`src/rtl/card_deck_pkg.sv`:
```
// Shared deck definitions: card encoding, FSM states and the fill/shuffle helpers.
package card_deck_pkg;

  localparam int DECK_CARDS = 52;
  localparam int RANK_W     = 4;
  localparam int SUIT_W     = 2;

  localparam logic [RANK_W-1:0] RANK_ACE = 4'd1;

  typedef enum logic [1:0] {
    ST_FILL    = 2'd0,
    ST_SHUFFLE = 2'd1,
    ST_READY   = 2'd2
  } deck_state_e;

  // Stored card: {suit, rank-1}
  typedef logic [SUIT_W+RANK_W-1:0] card_t;

  function automatic card_t fill_card(input logic [5:0] k);
    logic [SUIT_W-1:0] suit;
    logic [5:0]        base;
    if (k >= 6'd39) begin
      suit = 2'd3;
      base = 6'd39;
    end else if (k >= 6'd26) begin
      suit = 2'd2;
      base = 6'd26;
    end else if (k >= 6'd13) begin
      suit = 2'd1;
      base = 6'd13;
    end else begin
      suit = 2'd0;
      base = 6'd0;
    end
    return {suit, 4'(k - base)};
  endfunction

  // Smallest 2^n-1 covering i, so a masked draw is accepted at least half the time
  function automatic logic [5:0] shuffle_mask(input logic [5:0] i);
    if (i >= 6'd32) begin
      return 6'd63;
    end else if (i >= 6'd16) begin
      return 6'd31;
    end else if (i >= 6'd8) begin
      return 6'd15;
    end else if (i >= 6'd4) begin
      return 6'd7;
    end else if (i >= 6'd2) begin
      return 6'd3;
    end else begin
      return 6'd1;
    end
  endfunction

endpackage

```
`src/rtl/card_deck_lfsr16.sv`:
```
// 16-bit Galois LFSR, x^16+x^14+x^13+x^11, free-running; reused by other game blocks.
module lfsr16 #(
  parameter logic [15:0] SEED = 16'hACE1
) (
  input  logic        CLOCK_50,
  input  logic        reset_n,
  output logic [15:0] q
);

  localparam logic [15:0] SEED_EFF = (SEED == 16'h0000) ? 16'h0001 : SEED;
  localparam logic [15:0] TAPS     = 16'hB400;

  // Right-shifting Galois step; an all-zero seed would lock up, hence SEED_EFF
  always_ff @(posedge CLOCK_50) begin
    if (!reset_n) begin
      q <= SEED_EFF;
    end else if (q[0]) begin
      q <= (q >> 1) ^ TAPS;
    end else begin
      q <= q >> 1;
    end
  end

endmodule

```
`src/rtl/card_deck.sv`:
```
// 52-card deck: fills a register array, Fisher-Yates shuffles it from a
// free-running LFSR, then deals one card per request with 1-cycle latency.
module card_deck
  import card_deck_pkg::*;
#(
  parameter int          DECK_SIZE = DECK_CARDS,
  parameter logic [15:0] LFSR_SEED = 16'hACE1
) (
  input  logic       CLOCK_50,
  input  logic       reset_n,
  input  logic       shuffle_req,
  input  logic       deal_req,
  output logic       card_valid,
  output logic [3:0] card_rank,
  output logic [1:0] card_suit,
  output logic [5:0] cards_left,
  output logic       deck_empty,
  output logic       busy
);

  localparam logic [5:0] LAST_IDX  = 6'(DECK_SIZE - 1);
  localparam logic [5:0] FULL_DECK = 6'(DECK_SIZE);

  deck_state_e state_r, state_n;
  card_t       mem_r [DECK_SIZE];
  logic [5:0]  idx_r, idx_n, ptr_r, ptr_n, left_r, left_n;
  logic        valid_r, valid_n, empty_r, empty_n, busy_r, busy_n;
  logic [3:0]  rank_r, rank_n;
  logic [1:0]  suit_r, suit_n;
  logic [15:0] lfsr_q_s;
  logic [5:0]  cand_s;
  logic        accept_s, fill_we_s, swap_we_s, lfsr_unused_s;
  card_t       top_card_s;

  lfsr16 #(.SEED(LFSR_SEED)) u_lfsr (
    .CLOCK_50 (CLOCK_50),
    .reset_n  (reset_n),
    .q        (lfsr_q_s)
  );

  assign cand_s        = lfsr_q_s[5:0] & shuffle_mask(idx_r);
  assign accept_s      = (cand_s <= idx_r);
  assign top_card_s    = mem_r[ptr_r];
  assign lfsr_unused_s = ^lfsr_q_s[15:6];

  // Next-state, counter and output-register logic; idx_r is the fill index k or shuffle index i
  always_comb begin
    state_n   = state_r;
    idx_n     = idx_r;
    ptr_n     = ptr_r;
    left_n    = left_r;
    valid_n   = 1'b0;
    rank_n    = rank_r;
    suit_n    = suit_r;
    empty_n   = empty_r;
    busy_n    = busy_r;
    fill_we_s = 1'b0;
    swap_we_s = 1'b0;
    case (state_r)
      ST_FILL: begin
        fill_we_s = 1'b1;
        if (idx_r == LAST_IDX) begin
          state_n = ST_SHUFFLE;
          idx_n   = LAST_IDX;
        end else begin
          idx_n = idx_r + 6'd1;
        end
      end
      ST_SHUFFLE: begin
        if (accept_s) begin
          swap_we_s = 1'b1;
          if (idx_r == 6'd1) begin
            state_n = ST_READY;
            ptr_n   = 6'd0;
            left_n  = FULL_DECK;
            busy_n  = 1'b0;
            empty_n = 1'b0;
          end else begin
            idx_n = idx_r - 6'd1;
          end
        end else begin
          idx_n = idx_r;
        end
      end
      ST_READY: begin
        if (shuffle_req) begin
          state_n = ST_FILL;
          idx_n   = 6'd0;
          left_n  = 6'd0;
          busy_n  = 1'b1;
          empty_n = 1'b0;
        end else if (deal_req && (left_r != 6'd0)) begin
          valid_n = 1'b1;
          rank_n  = top_card_s[3:0] + RANK_ACE;
          suit_n  = top_card_s[5:4];
          ptr_n   = ptr_r + 6'd1;
          left_n  = left_r - 6'd1;
          empty_n = (left_r == 6'd1);
        end else begin
          valid_n = 1'b0;
        end
      end
      default: begin
        state_n = ST_FILL;
        idx_n   = 6'd0;
        left_n  = 6'd0;
        busy_n  = 1'b1;
        empty_n = 1'b0;
      end
    endcase
  end

  // State and output registers with synchronous active-low reset
  always_ff @(posedge CLOCK_50) begin
    if (!reset_n) begin
      state_r <= ST_FILL;
      idx_r   <= 6'd0;
      ptr_r   <= 6'd0;
      left_r  <= 6'd0;
      valid_r <= 1'b0;
      rank_r  <= 4'd0;
      suit_r  <= 2'd0;
      empty_r <= 1'b0;
      busy_r  <= 1'b1;
    end else begin
      state_r <= state_n;
      idx_r   <= idx_n;
      ptr_r   <= ptr_n;
      left_r  <= left_n;
      valid_r <= valid_n;
      rank_r  <= rank_n;
      suit_r  <= suit_n;
      empty_r <= empty_n;
      busy_r  <= busy_n;
    end
  end

  // Deck storage: sequential fill, then single-cycle swaps (r == i degenerates to a no-op)
  always_ff @(posedge CLOCK_50) begin
    if (reset_n && fill_we_s) begin
      mem_r[idx_r] <= fill_card(idx_r);
    end else if (reset_n && swap_we_s) begin
      mem_r[idx_r]  <= mem_r[cand_s];
      mem_r[cand_s] <= mem_r[idx_r];
    end
  end

  assign card_valid = valid_r;
  assign card_rank  = rank_r;
  assign card_suit  = suit_r;
  assign cards_left = left_r;
  assign deck_empty = empty_r;
  assign busy       = busy_r;

endmodule

```
`config.mk`:
```
export PLATFORM = sky130hd
export DESIGN_NAME = card_deck
export DESIGN_NICKNAME = d
export VERILOG_FILES = /design/src/rtl/card_deck_pkg.sv /design/src/rtl/card_deck_lfsr16.sv /design/src/rtl/card_deck.sv
export SDC_FILE = /design/constraint.sdc
export NUM_CORES = 1
export LEC_CHECK = 0
export BUFFER_PORTS_ARGS = -buffer_cell sky130_fd_sc_hd__buf_2
export CORE_ASPECT_RATIO = 2
export CORE_MARGIN = 3
export CORE_UTILIZATION = 30
export CTS_CLUSTER_DIAMETER = 80
export DETAILED_ROUTE_END_ITERATION = 16
export PLACE_DENSITY = 0.44
export SYNTH_ARGS = -nofsm -noshare
export SYNTH_HDL_FRONTEND = slang
export SYNTH_HIERARCHICAL = 1
export SYNTH_SLANG_ARGS = --single-unit
```
`constraint.sdc`:
```
create_clock -name CLOCK_50 -period 5.4 [get_ports CLOCK_50]
set_clock_uncertainty 0.2 [all_clocks]
set_input_delay 1.62 -clock CLOCK_50 [delete_from_list [all_inputs] [get_ports CLOCK_50]]
set_output_delay 1.62 -clock CLOCK_50 [all_outputs]
set_load 0.01 [all_outputs]
```
==> summary.md <==
| Metric | Value |
|---|---|
| Status | finished, final reports clean |
| Crit-path cells | or4_4, o21ai_4, inv_4, ha_1, nor2b_1, o21a_1, o21bai_1, a21oi_1, o21ai_0, and2_1, nand3_1, o22ai_1 |
| Mean area per synthesized cell | 11.4 um2 |
| Gr ovfl total | 0 |
| I/O Buffers | 18 |
| Startpoint types | flop |
| Post-synth top area share | 39.1% |
| Data required, critical path | 5400 ps |
| Hold buffers post-CTS | 0 |
| Top cells by area, synth | edfxtp_1 39%, mux4_2 22%, o21ai_0 5.9% |
| Yosys cell types | 74 |
| Worst-path fanout max | 10 |
| Placer congestion estimate | 1.06 |
| CTS root buf | clkbuf_16 |
| Sinks on the clock net | 369 |
| Slowest CP cell | o22ai_1 |
| Crit path DAT | 4560 ps |
| HPWL after detailed placement | 79700 um |
| Worst-Margin Slew | 1180 ps |
| CTS clk-pin slew, worst paths | 70 ps |
| Largest buffer count on any clock path | 3 |
| Post-Syn Instances | 2097 |
| Share of layout cells above drive strength 1 | 22.6% |
| # resized after CTS | 0 |
| Vias in the first global route | 18600 |
| Via-to-Cell Ratio | 6.01 |
| First-pass GRT wire length | 150000 um |
| Antenna violations before repair | 8 |
| # fillers | 7732 |
| Top_reg_cell synth | edfxtp_1 |
| Setup bufs post-CTS | 0 |
| Endpoints failing setup | 0 |
| Post-synth EDFFs | 312 |
| Nets | 2072 |
| Critical path endpoint category | flop |
| Number of DRC markers in iteration 0 | 1840 |
| Total of max-cap violations | 0 |
| Final ANT Viol Nets | 0 |
| Crit path kind | flop to flop |
| Worst R2R Start | idx_r[5] |
| Syn nets | 2122 |
| Synth warnings | 6 |
| Remaining DRCs | 0 |
| Core region area | 78600 um2 |
| Worst hold path type | flop to flop |
| CP top delay family | compound AO/OA/AOI/OAI gates |
| TritonCTS clock tree | built |
| Post-route minimum period | 4560 ps |
| Synth area leader | edfxtp_1 |
| WP buf/inv | 1 |
| Die height | 406 um |
| IO Count | 19 |
| Hold Crit Start | u_lfsr/q[6] |
| Post-route cell area | 26500 um2 |
| Initial core utilization | 30.5% |
| Slew headroom | 21.1% |
| GRT Total Usage | 26.0% |
| Netlist Area Pre-Place | 23900 um2 |
| Placed Instance Area | 25400 um2 |
| Final cycle utilization of the critical path | 84.4% |
| CP startpoint | idx_r[5] |
| Die area | 83400 um2 |
| Hold violation total from the final report | 0 |
| Ys async rst share | 0% |
| Routed via count | 18700 |
| FF+latch count, synth | 369 |
| CP peak stage delay | 790 ps |
| WL per Instance | 35.1 um |
| Largest net degree at the start of global routing | 71 |
| H-tree levels | 2 |
| Fmax | 219 MHz |
| Total iterations of the first detailed-routing run | 6 |
| Pins Over Slew Limit | 0 |
| Sequential element share of the synthesized area | 43.9% |
| Final WL | 109000 um |
| Peak VDD IR | 162 uV |
| Layout area overhead | 10.9% |
| Leakage | 8.15 nW |
| Rows | 145 |
| RSZ-0062 raised after global routing | no |
| CTS buffer count | 36 |
| Worst-Skew Late Latency | 590 ps |
| Total power density per cell area | 251 nW/um2 |
| Die width | 206 um |
| Sum Neg Setup Slack | 0 ps |
cells in the mapped netlist, drive strengths merged, types with 4 or more instances:
master / instances
a2111oi: 4
o22ai: 63
nor3: 16
mux2i: 110
ha: 20
nand3: 27
o31ai: 10
and3: 6
nand2b: 16
o211ai: 8
a32oi: 4
buf: 72
xor2: 5
o21a: 4
o21ai: 300
clkbuf: 170
or3: 15
and2: 14
nand4: 7
edfxtp: 312
dfxtp: 57
xnor2: 9
mux4: 235
a211oi: 7
nand2: 338
nor2b: 9
a31oi: 15
a22oi: 12
a221oi: 4
a21oi: 53
a22o: 5
nor2: 92
inv: 25
routing by layer:
layer,share of wire [%],vias up,GRT usage [%]
met5,0.021,-,0
li1,-,7958,-
met1,31,9376,24.8
met4,12,4,25.4
met2,52,985,46.5
met3,5.3,355,3.75
registers in the layout, indices dropped and copies added, names as in the netlist, named ones only:
register	cells
ptr_r	6
card_rank	4
state_r	2
busy	1
deck_empty	1
mem_r	312
u_lfsr/q	16
card_suit	2
idx_r	6
card_valid	1
cards_left	6
worst register-to-register path: cells and delay by family (launching register included):
kind | cells | cell delay (ps)
AO/OA/AOI/OAI | 6 | 1730
AND/OR/NAND/NOR | 4 | 1620
flip-flops | 1 | 310
adder cells (fa/ha/maj) | 1 | 280
buffers and inverters | 1 | 60
cell families (layout without fill, tap and decap cells):
| family | Yosys count | count (layout) | share of synthesized area (%) |
|---|---|---|---|
| compound gates | 518 | 518 | 12.7 |
| xor+xnor | 14 | 14 | 0.512 |
| fa+ha+maj | 21 | 21 | 1.13 |
| buf+inv | 269 | 242 | 4.93 |
| flops | 369 | 369 | 43.9 |
| mux | 348 | 348 | 26.8 |
| other cells | 0 | 7 | 0 |
| simple gates | 558 | 558 | 9.99 |
through the flow:
step	power, mW	utilization (%)	cells	setup WS (ps)	hold slack [ps]
2_1_floorplan	3.76	-	2097	683	186
3_3_place_gp	4.19	32.4	3038	733	202
4_1_cts	6.68	33.8	3099	817	221
3_5_place_dp	4.20	32.4	3038	730	199
6_report	6.66	33.8	3106	842	214
5_1_grt	6.82	33.8	3099	702	240
path summary, 6_finish.rpt:
kind / cells after the start / slack, ps / to
setup / recovery: 12 / 840 / mem_r[27][1]
hold / removal: 1 / 210 / u_lfsr/q[5]
setup reg to reg: 12 / 840 / mem_r[27][1]
hold reg to reg: 1 / 210 / u_lfsr/q[5]
area by class of cell:
| type | instances | area (um2) | share of cell area (%) |
|---|---|---|---|
| Multi-Input combinational cell | 1459 | 12300 | 46.4 |
| Sequential cell | 369 | 10500 | 39.7 |
| Tap cell | 1029 | 1290 | 4.85 |
| Timing Repair Buffer | 154 | 1200 | 4.52 |
| Clock buffer | 43 | 958 | 3.61 |
| Clock inverter | 18 | 126 | 0.476 |
| Inverter | 27 | 104 | 0.391 |
| Antenna cell | 7 | 17.5 | 0.0660 |
layout by cell type, fill, tap and decap left out, types with 11 or more instances in the layout:
master	netlist	final
nand2_1	338	338
edfxtp_1	312	312
o21ai_0	280	279
mux4_2	235	234
buf_4	4	129
mux2i_1	110	110
nor2_1	92	92
o22ai_1	63	63
a21oi_1	53	53
dfxtp_1	57	50
clkbuf_16	0	37
nand3_1	27	27
inv_1	23	23
ha_1	20	20
buf_2	36	18
o21ai_1	17	16
nand2b_1	16	16
nor3_1	16	16
a31oi_1	15	15
or3_1	15	15
and2_1	14	14
a22oi_1	11	11
where the power goes:
group          switching, mW  total (mW)  internal (mW)
clock network           1.19        2.51           1.32
registers             0.0330        3.15           3.12
logic                  0.686       0.994          0.308
(Power assumes the default switching activity.)
